==> src/rtl/tx_pause_sched.sv <==
// Pause-frame scheduler for the 10G TX encapsulator: turns RX fill level versus watermarks into
// XOFF / XOFF-refresh / XON requests on the xreq/xon/xdone handshake, with handshake timeout.
module tx_pause_sched #(
  parameter int LVL_W       = 16,
  parameter int QUANTA_CLKS = 8,
  parameter int REFRESH_MRG = 4,
  parameter int HS_TIMEOUT  = 4096
) (
  input  logic             clk,
  input  logic             rst_,
  input  logic             pause_en,
  input  logic [LVL_W-1:0] rx_level,
  input  logic [LVL_W-1:0] hi_wm,
  input  logic [LVL_W-1:0] lo_wm,
  input  logic [31:0]      mac_pause_value,
  input  logic             xdone,
  output logic             xreq,
  output logic             xon,
  output logic             paused,
  output logic [15:0]      pframe_cnt,
  output logic             hs_err
);

  localparam int PS_W = (QUANTA_CLKS > 1) ? $clog2(QUANTA_CLKS) : 1;
  localparam int TO_W = (HS_TIMEOUT > 1) ? $clog2(HS_TIMEOUT) : 1;
  localparam logic [PS_W-1:0] PS_MAX = PS_W'(QUANTA_CLKS - 1);
  localparam logic [TO_W-1:0] TO_MAX = TO_W'(HS_TIMEOUT - 1);
  localparam logic [15:0]     MRG    = 16'(REFRESH_MRG);

  localparam logic [4:0] S_IDLE     = 5'b00001;
  localparam logic [4:0] S_XOFF_REQ = 5'b00010;
  localparam logic [4:0] S_PAUSED   = 5'b00100;
  localparam logic [4:0] S_REFR_REQ = 5'b01000;
  localparam logic [4:0] S_XON_REQ  = 5'b10000;

  logic [4:0]      state;
  logic [PS_W-1:0] presc;
  logic [15:0]     refresh;
  logic [TO_W-1:0] to_cnt;

  logic [15:0] pval;
  logic [15:0] refresh_load;
  logic        fc_en;
  logic        xoff_cond;
  logic        xon_cond;
  logic        done;
  logic        to_hit;
  logic        unused_bits;

  assign pval         = mac_pause_value[31:16];
  assign unused_bits  = &{1'b0, mac_pause_value[15:0]};
  // A zero pause value would make every XOFF a no-op, so it disables flow control outright.
  assign fc_en        = pause_en && (pval != 16'd0);
  assign xoff_cond    = fc_en && (rx_level >= hi_wm);
  assign xon_cond     = !fc_en || (rx_level < lo_wm);
  assign refresh_load = (pval > MRG) ? (pval - MRG) : 16'd1;
  assign done         = xreq && xdone;
  assign to_hit       = xreq && !xdone && (to_cnt == TO_MAX);

  // NOTE: all state below uses non-blocking assignments so every branch reads pre-edge values;
  // the async reset clears everything, including counters, so no output depends on power-up junk.
  always_ff @(posedge clk or negedge rst_) begin
    if (!rst_) begin
      state      <= S_IDLE;
      xreq       <= 1'b0;
      xon        <= 1'b0;
      paused     <= 1'b0;
      pframe_cnt <= 16'd0;
      hs_err     <= 1'b0;
      presc      <= '0;
      refresh    <= 16'd0;
      to_cnt     <= '0;
    end else begin
      if (!xreq || done || to_hit) to_cnt <= '0;
      else                         to_cnt <= to_cnt + 1'b1;

      if (done && (pframe_cnt != 16'hFFFF)) pframe_cnt <= pframe_cnt + 16'd1;
      if (to_hit) hs_err <= 1'b1;

      case (state)
        S_IDLE: begin
          if (xoff_cond) begin
            state <= S_XOFF_REQ;
            xreq  <= 1'b1;
            xon   <= 1'b1;
          end
        end
        S_XOFF_REQ: begin
          if (done) begin
            state   <= S_PAUSED;
            xreq    <= 1'b0;
            paused  <= 1'b1;
            refresh <= refresh_load;
            presc   <= PS_MAX;
          end else if (to_hit) begin
            state <= S_IDLE;
            xreq  <= 1'b0;
          end
        end
        S_PAUSED: begin
          // Drain/disable outranks refresh expiry in the same cycle.
          if (xon_cond) begin
            state <= S_XON_REQ;
            xreq  <= 1'b1;
            xon   <= 1'b0;
          end else if (refresh == 16'd0) begin
            state <= S_REFR_REQ;
            xreq  <= 1'b1;
            xon   <= 1'b1;
          end else if (presc == '0) begin
            presc   <= PS_MAX;
            refresh <= refresh - 16'd1;
          end else begin
            presc <= presc - 1'b1;
          end
        end
        S_REFR_REQ: begin
          if (done) begin
            state   <= S_PAUSED;
            xreq    <= 1'b0;
            refresh <= refresh_load;
            presc   <= PS_MAX;
          end else if (to_hit) begin
            // Back to PAUSED with an expired timer so the refresh is retried next cycle.
            state   <= S_PAUSED;
            xreq    <= 1'b0;
            refresh <= 16'd0;
          end
        end
        S_XON_REQ: begin
          // xreq low here means a timed-out XON waiting one idle cycle before re-requesting.
          if (done) begin
            state  <= S_IDLE;
            xreq   <= 1'b0;
            paused <= 1'b0;
          end else if (to_hit) begin
            xreq <= 1'b0;
          end else if (!xreq) begin
            xreq <= 1'b1;
          end
        end
        default: begin
          state <= S_IDLE;
          xreq  <= 1'b0;
        end
      endcase
    end
  end

endmodule

==> config.mk <==
export PLATFORM = sky130hd
export DESIGN_NAME = tx_pause_sched
export DESIGN_NICKNAME = d
export VERILOG_FILES = /design/src/rtl/tx_pause_sched.sv
export SDC_FILE = /design/constraint.sdc
export NUM_CORES = 1
export LEC_CHECK = 0
export ABC_AREA = 1
export BUFFER_PORTS_ARGS = -buffer_cell sky130_fd_sc_hd__buf_2
export CORE_MARGIN = 2
export CORE_UTILIZATION = 25
export CTS_CLUSTER_SIZE = 25
export DETAILED_ROUTE_END_ITERATION = 6
export MAX_ROUTING_LAYER = met4
export SLEW_MARGIN = 20
export SYNTH_ARGS = -nofsm -noshare
export SYNTH_HDL_FRONTEND = slang
export SYNTH_SLANG_ARGS = --single-unit
==> constraint.sdc <==
create_clock -name clk -period 4.67 [get_ports clk]
set_input_delay 0.2335 -clock clk [delete_from_list [all_inputs] [get_ports clk]]
set_output_delay 0.2335 -clock clk [all_outputs]
set_load 0.01 [all_outputs]
# After elaboration in Yosys (flattened, before gate mapping)
# Index checks and enable logic that the tools add are counted.
dict set report classes {
  order_cmp 3
  n_bitwise 0
  multipliers 0
  n_eq_ne 18
  n_div 0
  muxes 36
  n_shift 0
  reduce_logical 26
  add_sub_neg 5
}
# op count
set op_table {}
lappend op_table {{two-way mux 16 bit} 7}
lappend op_table {{case mux 16 bit (3 select lines)} 1}
lappend op_table {{two-way mux 5 bit} 8}
lappend op_table {{case mux 5 bit (5 select lines)} 1}
lappend op_table {{adder 16 x 1 -> 16 bit (second input constant)} 1}
lappend op_table {{greater-or-equal comparator 16 bit} 1}
lappend op_table {{> comparator 16 x 3 -> 1 bit (second input constant)} 1}
lappend op_table {{logical NOT 16 bit} 1}
lappend op_table {{< comparator 16 bit} 1}
lappend op_table {{inequality test 16 bit (second input constant)} 1}
lappend op_table {{nonzero test 16 bit} 1}
lappend op_table {{subtractor 16 x 1 -> 16 bit (second input constant)} 1}
lappend op_table {{subtractor 16 x 3 -> 16 bit (second input constant)} 1}
lappend op_table {{adder 12 x 1 -> 12 bit (second input constant)} 1}
lappend op_table {{equality test 12 bit (second input constant)} 1}
lappend op_table {{two-way mux 12 bit} 1}
lappend op_table {{two-way mux 3 bit} 4}
lappend op_table {{inequality test 2 bit (second input constant)} 6}
lappend op_table {{two-way mux 1 bit} 10}
lappend op_table {{inequality test 3 bit (second input constant)} 3}
lappend op_table {{AND reduction 3 bit} 3}
lappend op_table {{logical AND 1 bit} 6}
lappend op_table {{case mux 3 bit (2 select lines)} 1}
lappend op_table {{AND reduction 6 bit} 1}
lappend op_table {{18 further kinds} 25}
dict set report totals {
  ramBits 0
  mem_bits_ro 0
  out_inout_bits 20
  latch_bits 0
  n_memories 0
  reg_bits 56
}

# Longest topological paths before layout
dict set report depth {
  word_depth 6
  mapped_depth 16
  ltp_nobuf 16
}

# Worst setup path before layout
# Ideal clock, no wire load.
dict set report synth_path {
  kind {flip-flop to flip-flop}
  from {reg pframe_cnt[0]}
  to {reg pframe_cnt[13]}
  period_less_slack_ns 1.808
  setup_ns 0.127
  arrival_time_ns 1.681
  slack_ns 2.862
  path_stages_with_launch 11
  cell_sequence {dfrtp_1 > ha_1 > nand3_1 > nor3_1 > nand3b_1 > nand2_2 > nor3_2 > nand3_1 > nor2_1 > nand2_1 > xnor2_1}
}
dict set report synth_via {
  elab_chain_len 2
}
# item line
set synth_lines {}
lappend synth_lines {{from (decl)} 20} ;# output logic [15:0] pframe_cnt,
lappend synth_lines {{from (signal assigned)} 77} ;# if (done && (pframe_cnt != 16'hFFFF)) pframe_cnt <= pframe_cnt + 16'd1;
lappend synth_lines {{parallel branches: the longest is 2 deep, another holds adder 16 x 1 -> 16 bit} -}
# Several ways; the timed one is not identified.
# A chain may end at the register's enable or synchronous reset.

# Worst setup path after layout
dict set report layout_path {
  from {reg state[1]}
  to {reg refresh[0]}
}
dict set report layout_via {
  elab_chain_len 3
}
# item line
set layout_lines {}
lappend layout_lines {{from (decl)} 36} ;# logic [4:0] state;
lappend layout_lines {{from (signal assigned)} 64} ;# state <= S_IDLE;
lappend layout_lines {{from (signal assigned)} 83} ;# state <= S_XOFF_REQ;
lappend layout_lines {{from (signal assigned)} 90} ;# state <= S_PAUSED;
lappend layout_lines {{equality test 5 x 4 -> 1 bit, or another cell as far along} 80} ;# case (state)
lappend layout_lines {{inequality test 3 bit (no line), or another cell as far along} -}
lappend layout_lines {{AND reduction 6 bit (no line)} -}
lappend layout_lines {{to (signal assigned)} 93} ;# refresh <= refresh_load;
lappend layout_lines {{to (signal assigned)} 112} ;# refresh <= refresh - 16'd1;
lappend layout_lines {{to (signal assigned)} 121} ;# refresh <= refresh_load;
lappend layout_lines {{to (decl)} 38} ;# logic [15:0] refresh;
# Several ways; a longest one is shown, not always the timed one.

==> reports/summary.txt <==
status -> finished, final reports clean
post-synth top area share -> 31.21%
Cell Pwr Density -> 382.8 mW/mm^2
most frequent cells in the layout -> nand2_1 (111), inv_1 (92), buf_2 (87)
Final Max Tran Viols -> 0
core area -> 0.01730 sq mm
Distinct cells, synth -> 38
register cell area after layout -> 0.001403 sq mm
gpl congestion -> 0.8062
# hold bufs at CTS -> 0
Net count, final -> 796
pre-CTS setup slack -> 2.260 ns
most common cell after layout, fill and taps aside -> nand2_1
Setup crit start kind -> flop
total negative slack -> 0 ns
gr ovfl total -> 0
Max Clk Rate -> 417.6 MHz
slack of the critical path -> 2.276 ns
Worst Tran Pin Value -> 0.7462 ns
period utilization -> 51.27%
Tmin final -> 2.394 ns
combinational group share of total power -> 41.9%
Setup Fix Bufs, Post-CTS -> 0
critical-path cell list -> inv_1, nand2_1, inv_2, nand4_2, inv_2, nor2_2, nor3_2, nand3_4, nand2_1, o21ai_2
post-DP HPWL -> 7449 um
Starting Density -> 25.50%
CTS Sinks -> 56
worst hold path type -> in2async
DRC Markers -> 0
DR vias -> 3762
mapped cell area -> 0.004410 sq mm
synth top area cells -> dfrtp_1 (31%), ha_1 (11%), nand2_1 (9.4%)
Sw Share -> 40.66%
synthesis-stage register bit count -> 56
vias in the first global route -> 3619
RSZ-0062 raised after global routing -> no
Finished Layout Cells -> 898
worst-path maximum fanout -> 32
DIE AREA -> 0.01872 sq mm
largest net degree at the start of global routing -> 57
Crit path arrival time -> 2.56 ns
Post-Syn Area per Cell -> 7.565 sq um
Peak VDD IR -> 0.0001702 V
area of the multi-input gates -> 0.002595 sq mm
post-cts gate resize count -> 0
Critical path buffers and inverters -> 3
Root Buffer -> clkbuf_16
Die Span X -> 136.8 um
gr usage total -> 10.91%
Cells after DPL -> 890
drt pass-1 iters -> 4
Ys Warns -> 0
initial antenna violation count -> 0
Diodes inserted -> 0
Max Cap Violations -> 0
Wirelength per Cell -> 10.37 um
clock-pin slew on the worst setup and hold paths -> 0.07 ns
CP max stage cell -> nand3_4
IO Pins -> 104
Setup Crit Path Kind -> reg2reg
Filler cells -> 1910
total power -> 0.002011 W
clock share of power -> 21.2%
Vias/cell -> 4.189
DR iter-0 viols -> 165
Fin. Hold Viols -> 0
sequential-to-total area share from yosys stat -> 31.80%
Max Root-Sink Buffers -> 2
final setup violation count -> 0
Routed WL -> 9308 um
clock latency at the later pin of the worst-skew pair -> 0.29 ns
CTS tree -> built
sw power -> 0.0008179 W
internal cell power -> 0.001194 W
Critical Path Max Stage Delay -> 0.44 ns
antenna-violating nets left -> 0
count of input and output buffers -> 87
endpoint type of the worst setup path -> flop
Slew HR -> 50.25%
leading area contributor after synthesis -> dfrtp_1
Syn Inst Count -> 583
Req. time, crit path -> 4.84 ns
Net Count, Synth -> 707
Pleak -> 2.729 nW
row cnt -> 48
CTS buffer count -> 5
CTS H-tree lvls -> 2
Layout Skew -> 0.009488 ns
Area Overhead vs Synth -> 19.12%
first-pass GRT wire length -> 16300 um
layout cells sized above 1 -> 22.88%
Die Y -> 136.8 um
sequential share of power -> 36.9%
cell family with most CP delay -> simple AND/OR/NAND/NOR gates
[power by group through the flow]
stage	clock network, W	registers (W)	logic, W
after global placement	0	0.000746	0.000839
after CTS	0.000444	0.000742	0.000857
after detailed placement	0	0.000749	0.000855
after floorplan	0	0.000740	0.000667
after global routing	0.000465	0.000764	0.000984
final	0.000426	0.000743	0.000843
[metal layers]
layer  part of all wire [%]  vias to the layer above  global-route usage, %
met3                    2.0                        8                  1.333
met2                     47                       47                  17.44
met5                      0                        -                      -
li1                       -                     2045                      -
met4                    1.2                        0                  2.463
met1                     50                     1662                  14.80
[metrics by stage]
step | instance area [sq um] | util [%] | hold slack, ns
2_1_floorplan | 4410 | - | -0.06209
3_3_place_gp | 5086 | 29.41 | 0.4442
3_5_place_dp | 5086 | 29.41 | 0.4472
4_1_cts | 5254 | 30.37 | 0.1330
5_1_grt | 5254 | 30.37 | 0.1788
6_report | 5254 | 30.37 | 0.1025
[sequential cells by signal, indices dropped and copies added (netlist names)]
name and count:
pframe_cnt 16, presc 3, hs_err 1, xreq 1, refresh 16, state 5, to_cnt 12, paused 1
xon 1
[worst paths after layout]
| check | start | cells after the start | slack, ns | end |
|---|---|---|---|---|
| hold / removal | rst_ | 2 | 0.10 | hs_err$_DFFE_PN0P_ |
| setup reg to reg | state[1]$_DFFE_PN0P_ | 10 | 2.28 | refresh[0]$_DFFE_PN0P_ |
| min in group clk | xdone | 4 | 0.25 | to_cnt[10]$_DFF_PN0_ |
| max in group asynchronous | rst_ | 2 | 4.09 | to_cnt[2]$_DFF_PN0_ |
| setup / recovery | state[1]$_DFFE_PN0P_ | 10 | 2.28 | refresh[0]$_DFFE_PN0P_ |
| hold reg to reg | to_cnt[0]$_DFF_PN0_ | 1 | 0.46 | to_cnt[0]$_DFF_PN0_ |
[kinds of logic after synthesis]
logic type | Yosys count | synth area share (%)
xor gates and xnor gates | 31 | 6.156
DFF | 56 | 31.80
AOI/OAI and AO/OA | 80 | 11.52
adders and majority gates | 40 | 11.35
and+or+nand+nor | 273 | 29.82
buffers and inverters | 103 | 9.362
[cells in the mapped netlist, drive strengths merged]
master	number
a21boi	1
a21o	2
a21oi	21
and2	2
buf	6
dfrtp	55
dfstp	1
ha	40
inv	97
nand2	129
nand3	37
nand3b	1
nand4	9
nor2	69
nor3	17
nor3b	4
nor4	2
nor4b	1
o21a	10
o21ai	39
o21bai	5
o22ai	2
or2	2
xnor2	14
xor2	17
[layout make-up]
cell class,instances,share of cell area (%)
multi-input cells,424,49.39
flip-flops and latches,56,26.70
repair buffers,88,8.431
inverters,97,6.930
well taps,225,5.358
clock buffers,5,2.382
clock inverters,3,0.8097
Note: power is estimated with default switching activity, not from simulation.
